==> src/rtl/reg_op_sequencer_if.sv <==
// Command, register-bank and completion signals for reg_op_sequencer.
// The sequencer connects through the slave modport; the command source and bank use master.
interface reg_op_sequencer_if;
  logic        cmd_valid;
  logic        cmd_ready;
  logic [2:0]  cmd_op;
  logic [3:0]  cmd_dst;
  logic [3:0]  cmd_src;
  logic        cmd_size;
  logic        cmd_hl_dst;
  logic        cmd_hl_src;
  logic [15:0] cmd_imm;

  logic [3:0]  rf_reg_read1;
  logic [3:0]  rf_reg_read2;
  logic [15:0] rf_read_data1;
  logic [15:0] rf_read_data2;
  logic        rf_en_write;
  logic [3:0]  rf_reg_write;
  logic [15:0] rf_write_data;
  logic        rf_size;
  logic        rf_select_high_low;

  logic [15:0] result;
  logic        done;
  logic        err;

  modport slave (
    input  cmd_valid, cmd_op, cmd_dst, cmd_src, cmd_size, cmd_hl_dst, cmd_hl_src, cmd_imm,
    input  rf_read_data1, rf_read_data2,
    output cmd_ready,
    output rf_reg_read1, rf_reg_read2, rf_en_write, rf_reg_write, rf_write_data,
    output rf_size, rf_select_high_low,
    output result, done, err
  );

  modport master (
    output cmd_valid, cmd_op, cmd_dst, cmd_src, cmd_size, cmd_hl_dst, cmd_hl_src, cmd_imm,
    output rf_read_data1, rf_read_data2,
    input  cmd_ready,
    input  rf_reg_read1, rf_reg_read2, rf_en_write, rf_reg_write, rf_write_data,
    input  rf_size, rf_select_high_low,
    input  result, done, err
  );
endinterface

==> src/rtl/reg_op_sequencer.sv <==
// Register-operation sequencer: reads dst/src from the bank, computes MOV/MOVI/XCHG/ADD/INC/DEC,
// writes back (two writes for XCHG) and pulses done with result/err.
module reg_op_sequencer (
  input  logic              clk,
  input  logic              reset,
  reg_op_sequencer_if.slave bus
);

  typedef enum logic [2:0] {IDLE, READ, WR1, WR2, FIN} state_e;
  typedef enum logic [2:0] {
    OP_MOV  = 3'b000,
    OP_MOVI = 3'b001,
    OP_XCHG = 3'b010,
    OP_ADD  = 3'b011,
    OP_INC  = 3'b100,
    OP_DEC  = 3'b101
  } op_e;

  state_e      state_q;
  logic [2:0]  op_q;
  logic [3:0]  dst_q;
  logic [3:0]  src_q;
  logic        size_q;
  logic        hl_dst_q;
  logic        hl_src_q;
  logic [15:0] imm_q;
  logic [15:0] old_q;
  logic [15:0] pend_q;

  logic        cmd_ready_q;
  logic [3:0]  rf_reg_read1_q;
  logic [3:0]  rf_reg_read2_q;
  logic        rf_en_write_q;
  logic [3:0]  rf_reg_write_q;
  logic [15:0] rf_write_data_q;
  logic        rf_size_q;
  logic        rf_sel_hl_q;
  logic [15:0] result_q;
  logic        done_q;
  logic        err_q;

  logic        uses_src;
  logic        cmd_illegal;
  logic [15:0] dst_opnd;
  logic [15:0] src_opnd;
  logic [15:0] alu_raw;
  logic [15:0] alu_res;

  always_comb begin
    uses_src    = (bus.cmd_op == OP_MOV) || (bus.cmd_op == OP_XCHG) || (bus.cmd_op == OP_ADD);
    cmd_illegal = (bus.cmd_op > 3'd5)
               || (bus.cmd_dst > 4'hD)
               || (uses_src && (bus.cmd_src > 4'hD))
               || (!bus.cmd_size && (bus.cmd_dst > 4'h3))
               || (!bus.cmd_size && uses_src && (bus.cmd_src > 4'h3));
  end

  // Byte operands are zero-extended so the 16-bit ALU result only needs truncating.
  always_comb begin
    dst_opnd = size_q ? bus.rf_read_data1
                      : {8'h00, (hl_dst_q ? bus.rf_read_data1[15:8] : bus.rf_read_data1[7:0])};
    src_opnd = size_q ? bus.rf_read_data2
                      : {8'h00, (hl_src_q ? bus.rf_read_data2[15:8] : bus.rf_read_data2[7:0])};
    case (op_q)
      OP_MOV, OP_XCHG: alu_raw = src_opnd;
      OP_MOVI:         alu_raw = imm_q;
      OP_ADD:          alu_raw = dst_opnd + src_opnd;
      OP_INC:          alu_raw = dst_opnd + 16'd1;
      OP_DEC:          alu_raw = dst_opnd - 16'd1;
      default:         alu_raw = '0;
    endcase
    alu_res = size_q ? alu_raw : {8'h00, alu_raw[7:0]};
  end

  always_ff @(posedge clk or posedge reset) begin
    if (reset) begin
      state_q         <= IDLE;
      op_q            <= '0;
      dst_q           <= '0;
      src_q           <= '0;
      size_q          <= 1'b0;
      hl_dst_q        <= 1'b0;
      hl_src_q        <= 1'b0;
      imm_q           <= '0;
      old_q           <= '0;
      pend_q          <= '0;
      cmd_ready_q     <= 1'b1;
      rf_reg_read1_q  <= '0;
      rf_reg_read2_q  <= '0;
      rf_en_write_q   <= 1'b0;
      rf_reg_write_q  <= '0;
      rf_write_data_q <= '0;
      rf_size_q       <= 1'b0;
      rf_sel_hl_q     <= 1'b0;
      result_q        <= '0;
      done_q          <= 1'b0;
      err_q           <= 1'b0;
    end else begin
      done_q          <= 1'b0;
      rf_en_write_q   <= 1'b0;
      rf_reg_read1_q  <= '0;
      rf_reg_read2_q  <= '0;
      rf_reg_write_q  <= '0;
      rf_write_data_q <= '0;
      rf_size_q       <= 1'b0;
      rf_sel_hl_q     <= 1'b0;

      case (state_q)
        IDLE: begin
          if (bus.cmd_valid) begin
            op_q        <= bus.cmd_op;
            dst_q       <= bus.cmd_dst;
            src_q       <= bus.cmd_src;
            size_q      <= bus.cmd_size;
            hl_dst_q    <= bus.cmd_hl_dst;
            hl_src_q    <= bus.cmd_hl_src;
            imm_q       <= bus.cmd_imm;
            cmd_ready_q <= 1'b0;
            if (cmd_illegal) begin
              state_q <= FIN;
              done_q  <= 1'b1;
              err_q   <= 1'b1;
            end else begin
              state_q        <= READ;
              err_q          <= 1'b0;
              rf_reg_read1_q <= bus.cmd_dst;
              rf_reg_read2_q <= bus.cmd_src;
            end
          end
        end

        READ: begin
          state_q         <= WR1;
          rf_en_write_q   <= 1'b1;
          rf_reg_write_q  <= dst_q;
          rf_write_data_q <= alu_res;
          rf_size_q       <= size_q;
          rf_sel_hl_q     <= size_q ? 1'b0 : hl_dst_q;
          pend_q          <= alu_res;
          old_q           <= dst_opnd;
        end

        WR1: begin
          if (op_q == OP_XCHG) begin
            state_q         <= WR2;
            rf_en_write_q   <= 1'b1;
            rf_reg_write_q  <= src_q;
            rf_write_data_q <= old_q;
            rf_size_q       <= size_q;
            rf_sel_hl_q     <= size_q ? 1'b0 : hl_src_q;
          end else begin
            state_q  <= FIN;
            done_q   <= 1'b1;
            result_q <= pend_q;
          end
        end

        WR2: begin
          state_q  <= FIN;
          done_q   <= 1'b1;
          result_q <= pend_q;
        end

        FIN: begin
          state_q     <= IDLE;
          cmd_ready_q <= 1'b1;
        end

        default: begin
          state_q     <= IDLE;
          cmd_ready_q <= 1'b1;
        end
      endcase
    end
  end

  assign bus.cmd_ready          = cmd_ready_q;
  assign bus.rf_reg_read1       = rf_reg_read1_q;
  assign bus.rf_reg_read2       = rf_reg_read2_q;
  assign bus.rf_en_write        = rf_en_write_q;
  assign bus.rf_reg_write       = rf_reg_write_q;
  assign bus.rf_write_data      = rf_write_data_q;
  assign bus.rf_size            = rf_size_q;
  assign bus.rf_select_high_low = rf_sel_hl_q;
  assign bus.result             = result_q;
  assign bus.done               = done_q;
  assign bus.err                = err_q;

endmodule

==> src/flat_wrapper.sv <==
// flat-port wrapper written by rule: the top's interface ports become plain ports
module reg_op_sequencer_flat 
  (clk, reset, bus_cmd_valid, bus_cmd_op, bus_cmd_dst, bus_cmd_src, bus_cmd_size, bus_cmd_hl_dst, bus_cmd_hl_src, bus_cmd_imm, bus_rf_read_data1, bus_rf_read_data2, bus_cmd_ready, bus_rf_reg_read1, bus_rf_reg_read2, bus_rf_en_write, bus_rf_reg_write, bus_rf_write_data, bus_rf_size, bus_rf_select_high_low, bus_result, bus_done, bus_err);
  reg_op_sequencer_if bus_i ();
  input  logic clk;
  input  logic reset;
  input wire logic [$bits(bus_i.cmd_valid)-1:0] bus_cmd_valid;
  input wire logic [$bits(bus_i.cmd_op)-1:0] bus_cmd_op;
  input wire logic [$bits(bus_i.cmd_dst)-1:0] bus_cmd_dst;
  input wire logic [$bits(bus_i.cmd_src)-1:0] bus_cmd_src;
  input wire logic [$bits(bus_i.cmd_size)-1:0] bus_cmd_size;
  input wire logic [$bits(bus_i.cmd_hl_dst)-1:0] bus_cmd_hl_dst;
  input wire logic [$bits(bus_i.cmd_hl_src)-1:0] bus_cmd_hl_src;
  input wire logic [$bits(bus_i.cmd_imm)-1:0] bus_cmd_imm;
  input wire logic [$bits(bus_i.rf_read_data1)-1:0] bus_rf_read_data1;
  input wire logic [$bits(bus_i.rf_read_data2)-1:0] bus_rf_read_data2;
  output wire logic [$bits(bus_i.cmd_ready)-1:0] bus_cmd_ready;
  output wire logic [$bits(bus_i.rf_reg_read1)-1:0] bus_rf_reg_read1;
  output wire logic [$bits(bus_i.rf_reg_read2)-1:0] bus_rf_reg_read2;
  output wire logic [$bits(bus_i.rf_en_write)-1:0] bus_rf_en_write;
  output wire logic [$bits(bus_i.rf_reg_write)-1:0] bus_rf_reg_write;
  output wire logic [$bits(bus_i.rf_write_data)-1:0] bus_rf_write_data;
  output wire logic [$bits(bus_i.rf_size)-1:0] bus_rf_size;
  output wire logic [$bits(bus_i.rf_select_high_low)-1:0] bus_rf_select_high_low;
  output wire logic [$bits(bus_i.result)-1:0] bus_result;
  output wire logic [$bits(bus_i.done)-1:0] bus_done;
  output wire logic [$bits(bus_i.err)-1:0] bus_err;
  assign bus_i.cmd_valid = bus_cmd_valid;
  assign bus_i.cmd_op = bus_cmd_op;
  assign bus_i.cmd_dst = bus_cmd_dst;
  assign bus_i.cmd_src = bus_cmd_src;
  assign bus_i.cmd_size = bus_cmd_size;
  assign bus_i.cmd_hl_dst = bus_cmd_hl_dst;
  assign bus_i.cmd_hl_src = bus_cmd_hl_src;
  assign bus_i.cmd_imm = bus_cmd_imm;
  assign bus_i.rf_read_data1 = bus_rf_read_data1;
  assign bus_i.rf_read_data2 = bus_rf_read_data2;
  assign bus_cmd_ready = bus_i.cmd_ready;
  assign bus_rf_reg_read1 = bus_i.rf_reg_read1;
  assign bus_rf_reg_read2 = bus_i.rf_reg_read2;
  assign bus_rf_en_write = bus_i.rf_en_write;
  assign bus_rf_reg_write = bus_i.rf_reg_write;
  assign bus_rf_write_data = bus_i.rf_write_data;
  assign bus_rf_size = bus_i.rf_size;
  assign bus_rf_select_high_low = bus_i.rf_select_high_low;
  assign bus_result = bus_i.result;
  assign bus_done = bus_i.done;
  assign bus_err = bus_i.err;
  reg_op_sequencer u_core (.clk(clk), .reset(reset), .bus(bus_i));
endmodule
==> config.mk <==
export PLATFORM = sky130hd
export DESIGN_NAME = reg_op_sequencer_flat
export DESIGN_NICKNAME = d
export VERILOG_FILES = /design/src/rtl/reg_op_sequencer_if.sv /design/src/rtl/reg_op_sequencer.sv /design/src/flat_wrapper.sv
export SDC_FILE = /design/constraint.sdc
export NUM_CORES = 1
export LEC_CHECK = 0
export ABC_AREA = 0
export ABC_CLOCK_PERIOD_IN_PS = 3900
export CAP_MARGIN = 30
export CORE_UTILIZATION = 40
export CTS_CLUSTER_SIZE = 10
export DETAILED_ROUTE_END_ITERATION = 10
export PLACE_DENSITY = 0.67
export SYNTH_ARGS = -nofsm -noshare
export SYNTH_HDL_FRONTEND = slang
export SYNTH_SLANG_ARGS = --single-unit
==> constraint.sdc <==
create_clock -name clk -period 3.9 [get_ports clk]
set_input_delay 0.975 -clock clk [delete_from_list [all_inputs] [get_ports clk]]
set_output_delay 0.975 -clock clk [all_outputs]
set_load 0.1 [all_outputs]
==> qor.txt, run 1 <==
Die area = 15600 um^2
Hold WC Path Type = reg -> reg
Critical path depth = 15
Cell with the most instances after synthesis = nand2_1
Num rows = 44
# diodes = 0
CTS buffer count = 17
Reg area = 2880 um^2
Setup WS pre-CTS = -0.638 ns
Wirelength per Cell = 17.0 um
DIE HEIGHT = 125 um
Yosys cell types = 59
Total wire length = 17000 um
All-Layer GR Usage = 22.8%
Post-DP HPWL = 12800 um
CP Capture Type = register
Post-Synth Simple-Gate Area = 18.0%
Syn avg cell area = 9.87 um^2
Violated checks = design-rule violations
Area of the multi-input gates = 3140 um^2
Critical-path cell list = clkdlybuf4s50_1 > nor2_1 > mux2i_2 > a21oi_2 > and3_1 > xor2_1 > a21oi_1 > ha_1 > a21oi_2 > o21ai_1 > o21a_1 > o21ai_1 > o211ai_2 > xor2_1 > a221o_1
Synth Flop Type = dfrtp_1
Net count, final = 883
First-pass GRT wire length = 27600 um
Largest family of logic cells by synthesized area = simple AND/OR/NAND/NOR gates
Yosys reg bits = 115
Synth Net Count = 694
Post-synthesis sequential area ratio = 47.7%
RSZ-0062 raised after global routing = yes
Critical Path AT = 4.06 ns
Power per Cell Area = 901 nW/um^2
Max Cap Viol = 0
Adder-Cell Fraction of Synth Area = 3.65%
Via Count = 5198
Port buffer count = 114
Clk buf depth = 2
# IOs = 115
GPL Wtd Cong = 0.878
Hold Path Stages = 2
Synth Area in XOR/XNOR = 2.90%
Number of global-route vias before repair = 5186
Crit path max fanout = 4
Slew Limit Fails = 0
Core area = 14600 um^2
Final setup vio count = 0
Filler cell count = 1254
Post-synth ARST share = 100%
CP Buf/Inv Count = 1
DRC viols = 14
Hold Slack = 0.469 ns
Worst VDD drop = 446 uV
Fin util = 59.5%
Leak = 4.02 nW
First drt pass iteration count = 9
Crit path launch type = input pin
Synth cell count leaders = 117 x nand2_1, 114 x dfrtp_1, 49 x mux2_2, 43 x nor2_1, 30 x o21ai_0
Cell taking the most area after synthesis = dfrtp_1
Drt via density = 5.21
Total grt overflow = 0
Die width = 125 um
EDFF count, synth = 0
Final Hold Vio Count = 0
Antenna-violating nets left = 0
Top Family by Delay on Critical Path = compound AO/OA/AOI/OAI gates
Netlist Area Pre-Place = 6040 um^2
Cells after Synth = 612
Area contributors post-synth = dfrtp_1 47%, mux2_2 9.1%, nand2_1 7.3%
CP max stage delay = 0.53 ns
CTS tree = done
Initial Utilization = 41.3%
Max H-tree Level = 4
Ys Warns = 0
Worst R2R Path Depth = 14
Final Critical Period = 3.77 ns
Largest net degree at the start of global routing = 60
Clock Skews = 0.0101 ns
Slew headroom = 34.3%
Clock latency on the worst-skew pair = 0.41 ns
WS Path Type = in -> reg
Post-synthesis mux area share = 11.2%
Clock tree sinks = 115
Layout cell share with drive strength beyond 1 = 25.4%
Number of antenna violations at the first check in global routing = 0
Final setup margin = 0.128 ns
Outcome = complete, but fails checks
Worst Tran Pin Value = 0.983 ns
Max Freq = 265 MHz
Clk root buf = clkbuf_16
Synth Area in Compound Gates = 13.7%
Final worst path period share = 96.7%
Crit path max-delay cell type = clkdlybuf4s50_1
Hold_buf cts = 0
Iteration-0 DRC Markers = 285
Yosys top cell area share = 47.2%
CP required = 4.19 ns
Clock slew at reported path FFs = 0.05 ns
Area Growth Syn to Fin = 44.3%
[cells in the final DEF (no fill, tap or decap), types with 5 or more instances in the layout]
| cell | n |
|---|---|
| nand2_1 | 117 |
| dfrtp_1 | 114 |
| clkdlybuf4s50_1 | 105 |
| buf_4 | 84 |
| mux2_2 | 49 |
| nor2_1 | 43 |
| a21oi_1 | 24 |
| o21ai_0 | 22 |
| clkbuf_16 | 17 |
| and2_1 | 16 |
| ha_1 | 15 |
| nor3_1 | 11 |
| o21ai_1 | 10 |
| xor2_1 | 10 |
| inv_1 | 9 |
| nand3_1 | 9 |
| xnor2_1 | 9 |
| nor2b_1 | 8 |
| a21o_1 | 8 |
| a221o_1 | 8 |
| a22oi_1 | 6 |
| o21a_1 | 6 |
| mux2i_1 | 6 |
| dlygate4sd2_1 | 6 |
| nand2b_1 | 5 |
| a21oi_2 | 5 |
[power by group]
| part | total [W] | switching [W] | internal (W) |
|---|---|---|---|
| sequential | 0.00191 | 0.000283 | 0.00163 |
| combinational | 0.00434 | 0.00252 | 0.00182 |
| clock | 0.00160 | 0.000526 | 0.00107 |
| total | 0.00785 | 0.00333 | 0.00452 |
[path summary, 6_finish.rpt]
check	startpoint	to	slack [ns]
max	bus_rf_read_data2[13]	u_core.pend_q[14]	0.13
min	u_core.old_q[11]	u_core.bus.rf_write_data[11]	0.47
max reg2reg	u_core.size_q	u_core.pend_q[14]	0.20
min reg2reg	u_core.old_q[11]	u_core.bus.rf_write_data[11]	0.47
min in group asynchronous	reset	u_core.bus.result[10]	1.15
max in group asynchronous	reset	u_core.pend_q[5]	2.25
[metrics by stage]
| stage | power, W | instances | setup TNS [ns] | instance area [um^2] |
|---|---|---|---|---|
| finish | 0.00785 | 998 | 0 | 8710 |
| global route | 0.00832 | 998 | -0.0348 | 8710 |
| CTS | 0.00776 | 994 | 0 | 8610 |
| detailed placement | 0.00600 | 956 | -9.05 | 7890 |
| global placement | 0.00597 | 955 | -7.58 | 7880 |
| floorplan | 0.00466 | 612 | 0 | 6040 |
[worst register-to-register path, cell delays in order, from the launching register on]
cell	delay [ns]
dfrtp_1	0.41
nor2b_4	0.24
buf_6	0.21
mux2i_4	0.26
buf_4	0.14
xor2_1	0.13
o21ai_1	0.09
ha_1	0.32
nor2b_2	0.16
o31a_1	0.29
or4_4	0.44
a31oi_4	0.28
o211ai_2	0.14
xor2_1	0.17
a221o_1	0.30
[per-layer routing]
metal	share of wire [%]	GRT usage [%]
met3	3.0	4.64
met5	0	0
met1	47	30.4
met2	49	37.2
met4	1.7	7.17
[flip-flops by register name, summed over array words and instances (netlist names), 3 cells and up]
name	cells
u_core.bus.rf_reg_write	4
u_core.dst_q	4
u_core.pend_q	16
u_core.bus.rf_write_data	16
u_core.bus.rf_reg_read1	4
u_core.src_q	4
u_core.imm_q	16
u_core.bus.result	16
u_core.bus.rf_reg_read2	4
u_core.state_q	3
u_core.old_q	16
u_core.op_q	3
[what timing repair did]
item	in CTS	in global routing
gates resized for setup	28	21
pin swaps	15	14
gates cloned	0	0
setup buffers	6	4
endpoints found under the setup margin	16	18
[kinds of logic (layout without fill, tap and decap cells)]
kind of cell	after synthesis	in the layout
DFF	115	115
AOI/OAI and AO/OA	122	122
xor gates and xnor gates	20	20
adders and majority gates	17	17
and+or+nand+nor	236	236
buffers and inverters	41	243
muxes	61	61
[final cells by class]
class | instances | share of cell area [%]
multi-input combinational | 456 | 36.0
sequential | 115 | 33.0
timing repair buffer | 200 | 20.7
clock buffer | 24 | 5.64
tap | 184 | 2.64
clock inverter | 8 | 1.42
inverter | 11 | 0.546
Power figures use the tool's default switching activity.
==> run 2, diff against run 1 <==
--- a/config.mk
+++ b/config.mk
@@ -8,6 +8,7 @@
 export ABC_AREA = 0
 export ABC_CLOCK_PERIOD_IN_PS = 3900
 export CAP_MARGIN = 30
+export CORE_MARGIN = 3
 export CORE_UTILIZATION = 40
 export CTS_CLUSTER_SIZE = 10
 export DETAILED_ROUTE_END_ITERATION = 10
==> run 2 against run 1 <==
Net effect:
- cell count increased by 1.0%
- global-route usage decreased by 0.81 points
- the run now ends clean
- critical endpoint is now u_core.pend_q[11]
- final area increased by 2.9%
- power increased by 4.2%
- sequential share of layout area decreased by 0.92 points
- flip-flop and latch count unchanged
- wire length increased by 2.4%
- first-iteration DRC count decreased by 22%
- worst setup slack got worse by 0.010 ns
- die area increased by 6.5%
==> qor.txt, run 2 (synthesis results as in run 1) <==
Outcome = complete, no violations
Initial Utilization = 41.3%
Commonest non-fill, non-tap cells in the layout = 117 x nand2_1, 114 x dfrtp_1, 103 x clkdlybuf4s50_1
Final setup vio count = 0
Die width = 129 um
WL met2 = 8340 um
Wirelength per Cell = 17.2 um
Top sig layer = met4
Area Growth Syn to Fin = 48.4%
First drt pass iteration count = 4
Layout cell share with drive strength beyond 1 = 27.5%
Number of global-route vias before repair = 5460
M1 WL = 7990 um
Met3 WL = 693 um
Port buffer count = 114
Placed Instance Area = 7930 um^2
R2r setup slk = 0.18 ns
Crit path launch type = input pin
Total grt overflow = 0
CTS tree = done
Setup WS pre-CTS = -0.678 ns
Net count, final = 893
Slew headroom = 32.8%
Max H-tree Level = 4
# IOs = 115
Hold WC Path Type = reg -> reg
CTS buffer count = 17
Worst R2R Path Depth = 15
All-Layer GR Usage = 22.0%
Worst VDD drop = 446 uV
Num rows = 44
Clock Skews = 0.00787 ns
Top Family by Delay on Critical Path = buffers and inverters
DRC viols = 0
Crit path max fanout = 3
Filler cell count = 1247
CP startpoint = bus_rf_read_data2[4]
Via Count = 5212
Number of antenna violations at the first check in global routing = 0
Power per Cell Area = 913 nW/um^2
Crit path max-delay cell type = clkdlybuf4s50_1
Critical Path AT = 4.08 ns
CP max stage delay = 0.50 ns
Drt via density = 5.17
GPL Wtd Cong = 0.936
Crit Reg-Reg Endpoint = u_core.bus.rf_write_data[14]
Core area = 14600 um^2
WS Path Type = in -> reg
DIE HEIGHT = 129 um
CP Capture Type = register
Final Hold Vio Count = 0
Design area = 8960 um^2
Final worst path period share = 97.0%
Origin of the critical flop-to-flop path = u_core.size_q
Most common cell after layout, fill and taps aside = nand2_1
CP required = 4.19 ns
Most used cell, CP = buf_4
RSZ-0062 raised after global routing = yes
Worst Tran Pin Value = 1.01 ns
Max Cap Viol = 0
Leak = 4.15 nW
CP Buf/Inv Count = 6
Total wire length = 17400 um
Clock slew at reported path FFs = 0.05 ns
Iteration-0 DRC Markers = 223
Post-DP HPWL = 13200 um
Antenna-violating nets left = 0
Clock tree sinks = 115
# diodes = 0
Slew Limit Fails = 0
Critical path depth = 18
Die area = 16600 um^2
Max Freq = 264 MHz
Final Critical Period = 3.78 ns
CP endpoint = u_core.pend_q[11]
Critical-path cell list = clkdlybuf4s50_1 > nor2_1 > mux2i_2 > a21oi_4 > buf_6 > buf_4 > buf_4 > a21oi_2 > nor3_2 > nor2_1 > ha_1 > buf_4 > and3_1 > a31o_2 > buf_4 > xor2_1 > a21oi_1 > nand2_1
Clock latency on the worst-skew pair = 0.42 ns
First-pass GRT wire length = 28500 um
Final setup margin = 0.117 ns
Clk root buf = clkbuf_16
Clk buf depth = 2
Largest net degree at the start of global routing = 65
## run 2: cell type report
cell class,instances,area [um^2],share of cell area (%)
flip-flops and latches,115,2880,32.1
multi-input cells,456,3230,36.1
clock buffers,23,468,5.22
repair buffers,210,1880,21.0
well taps,184,230,2.57
inverters,11,47.5,0.530
clock inverters,9,224,2.50
## run 2: what timing repair did
| item | 4_1_cts | 5_1_grt |
|---|---|---|
| setup endpoints to repair | 16 | 16 |
| resized for setup | 32 | 38 |
| buffers inserted | 10 | 2 |
| pin swaps | 14 | 20 |
| hold buffers | 0 | 0 |
## run 2: per-stage QoR
step | std cells | util (%) | hold WS (ns) | power, W | TNS, ns
finish | 1008 | 61.2 | 0.460 | 0.00818 | 0
global route | 1008 | 61.2 | 0.470 | 0.00869 | -0.0573
CTS | 1006 | 60.0 | 0.461 | 0.00800 | 0
detailed placement | 964 | 54.2 | 0.451 | 0.00602 | -9.88
global placement | 963 | 54.1 | 0.458 | 0.00598 | -8.17
floorplan | 612 | - | 0.439 | 0.00466 | 0
## run 2: worst min-delay path by stage
stage | start | end | slack (ns) | depth (start not counted)
final | u_core.old_q[11] | u_core.bus.rf_write_data[11] | 0.46 | 2
after global routing | u_core.old_q[11] | u_core.bus.rf_write_data[11] | 0.47 | 2
after CTS | u_core.old_q[11] | u_core.bus.rf_write_data[11] | 0.46 | 2
after detailed placement | u_core.old_q[11] | u_core.bus.rf_write_data[11] | 0.45 | 2
after global placement | u_core.pend_q[7] | u_core.pend_q[7] | 0.46 | 2
after floorplan | u_core.old_q[11] | u_core.bus.rf_write_data[11] | 0.44 | 2
## run 2: report_power, final
group / internal [W] / total (W) / switching (W)
clock network: 0.00130 / 0.00183 / 0.000537
registers: 0.00163 / 0.00191 / 0.000282
logic: 0.00187 / 0.00444 / 0.00257
## run 2: tightest hold or removal path: stages (launching register included)
cell,delay (ns)
dfrtp_1,0.34
nand2_1,0.05
nand2_1,0.05
## run 2: routing by layer
| metal | track usage (%) | up-vias |
|---|---|---|
| li1 | - | 2536 |
| met1 | 29.8 | 2537 |
| met2 | 34.9 | 114 |
| met3 | 4.48 | 25 |
| met4 | 8.09 | 0 |
| met5 | 0 | - |
==> run 3, diff against run 2 <==
--- a/config.mk
+++ b/config.mk
@@ -8,6 +8,7 @@
 export ABC_AREA = 0
 export ABC_CLOCK_PERIOD_IN_PS = 3900
 export CAP_MARGIN = 30
+export CORE_ASPECT_RATIO = 1.4
 export CORE_MARGIN = 3
 export CORE_UTILIZATION = 40
 export CTS_CLUSTER_SIZE = 10
==> run 3 against run 2 <==
Net effect:
- flip-flop and latch count did not move
- hold slack better by 0.013 ns
- fmax fell by 1.0%
- cell count fell by 0.79%
- power down 3.4%
- wire length is 1.1% lower
- via count shrank 0.19%
- register-to-register slack worse by 0.06 ns
- non-clock buffer count fell by 13
- first-iteration DRC count grew 15%
- die area grew 0.13%
- highest routed layer unchanged
==> qor.txt, run 3 (synthesis results as in run 1) <==
Placed Cells = 956
Layout cell share with drive strength beyond 1 = 25.6%
Clk root buf = clkbuf_16
Number of antenna violations at the first check in global routing = 0
Final setup margin = 0.0774 ns
Net Sw Frac = 42.5%
Clock Skews = 0.00773 ns
Max Freq = 262 MHz
Origin of the critical flop-to-flop path = u_core.size_q
Max H-tree Level = 4
Leak = 4.01 nW
Setup WS pre-CTS = -0.608 ns
Max Cap Viol = 0
Crit path launch type = input pin
# diodes = 0
Clk buf depth = 2
Initial Utilization = 41.3%
Crit Reg-Reg Endpoint = u_core.bus.rf_write_data[14]
Die width = 110 um
Final Hold Vio Count = 0
Critical Path AT = 4.11 ns
Worst Tran Pin Value = 1.02 ns
Num rows = 52
CTS tree = done
Worst R2R Path Depth = 14
Total grt overflow = 0
Clock latency on the worst-skew pair = 0.42 ns
R2r setup slk = 0.12 ns
GPL Wtd Cong = 0.891
Post-DP HPWL = 12900 um
First drt pass iteration count = 5
Sequential Power Share = 24.0%
WS Path Type = in -> reg
Slew headroom = 31.9%
Int Pwr = 0.00454 W
Final setup vio count = 0
CP endpoint = u_core.bus.rf_write_data[14]
Number of global-route vias before repair = 5445
DIE HEIGHT = 151 um
DRC viols = 0
CP required = 4.19 ns
All-Layer GR Usage = 21.6%
Hold WC Path Type = reg -> reg
Clock tree sinks = 115
Via Count = 5202
Sw power = 0.00336 W
Clock slew at reported path FFs = 0.05 ns
Final worst path period share = 98.0%
Commonest non-fill, non-tap cells in the layout = 117 x nand2_1, 114 x dfrtp_1, 105 x clkdlybuf4s50_1
First-pass GRT wire length = 27500 um
Largest net degree at the start of global routing = 116
Wirelength per Cell = 17.2 um
Finished Layout Cells = 1000
Iteration-0 DRC Markers = 257
Slew Limit Fails = 0
Antenna-violating nets left = 0
RSZ-0062 raised after global routing = yes
CP startpoint = bus_rf_read_data2[0]
Die area = 16600 um^2
Total wire length = 17200 um
Most common cell after layout, fill and taps aside = nand2_1
# IOs = 115
CTS buffer count = 17
Worst VDD drop = 424 uV
Crit path max fanout = 4
Core area = 14600 um^2
CP Capture Type = register
Drt via density = 5.20
Final Critical Period = 3.82 ns
Fin util = 60.0%
Area Growth Syn to Fin = 45.4%
Port buffer count = 114
Clock share of power = 21.1%
Outcome = complete, no violations
Comb pwr share = 54.9%
Power per Cell Area = 900 nW/um^2
Net count, final = 880
-- run 3: layout make-up --
cell class / instances / area (um^2)
clock buffer: 24 / 482
clock inverter: 8 / 151
sequential: 115 / 2880
fill: 1265 / 5850
inverter: 11 / 45.0
tap: 189 / 236
timing repair buffer: 197 / 1790
multi-input combinational: 456 / 3200
-- run 3: metal layers --
metal | up-vias | wire [um] | global-route usage (%)
li1 | 2513 | - | -
met1 | 2539 | 6960 | 25.8
met5 | - | 0 | 0
met2 | 120 | 9200 | 37.8
met3 | 30 | 620 | 4.56
met4 | 0 | 405 | 7.55
-- run 3: power by group through the flow --
stage          Clock, W  Sequential (W)  Combinational, W
4_1_cts         0.00170         0.00190           0.00417
6_report        0.00167         0.00190           0.00434
5_1_grt         0.00175         0.00196           0.00466
2_1_floorplan         0         0.00264           0.00202
3_3_place_gp          0         0.00190           0.00396
3_5_place_dp          0         0.00192           0.00402
-- run 3: how the worst min path moves through the flow --
stage / from / endpoint / slack, ns / cells after the start
floorplan: u_core.old_q[11] / u_core.bus.rf_write_data[11] / 0.44 / 2
global placement: u_core.pend_q[4] / u_core.pend_q[4] / 0.45 / 2
detailed placement: u_core.old_q[9] / u_core.bus.rf_write_data[9] / 0.45 / 2
CTS: u_core.pend_q[8] / u_core.pend_q[8] / 0.48 / 2
global route: u_core.pend_q[2] / u_core.pend_q[2] / 0.49 / 1
finish: u_core.pend_q[2] / u_core.pend_q[2] / 0.47 / 1
-- run 3: timing repair --
action	CTS	global route
gates cloned	0	0
setup buffers	8	4
resized for setup	30	32
pin swaps	16	15
hold buffers	0	0
endpoints found under the setup margin	14	18
-- run 3: stage by stage --
stage / setup TNS [ns] / cell area (um^2) / hold WS (ns) / total power, W
global route: -0.0704 / 8780 / 0.493 / 0.00837
floorplan: 0 / 6040 / 0.439 / 0.00466
CTS: 0 / 8630 / 0.477 / 0.00777
detailed placement: -9.23 / 7860 / 0.453 / 0.00594
finish: 0 / 8780 / 0.473 / 0.00791
global placement: -7.69 / 7840 / 0.455 / 0.00586
-- run 3: critical path, cell delays in order --
cell	delay, ns
dlygate4sd2_1	0.28
mux2i_4	0.21
ha_4	0.18
xor2_1	0.18
o21ai_1	0.11
ha_1	0.30
nor2b_1	0.15
o31a_1	0.27
or4_4	0.56
a31oi_4	0.28
o211ai_2	0.14
xor2_2	0.17
a221o_1	0.30
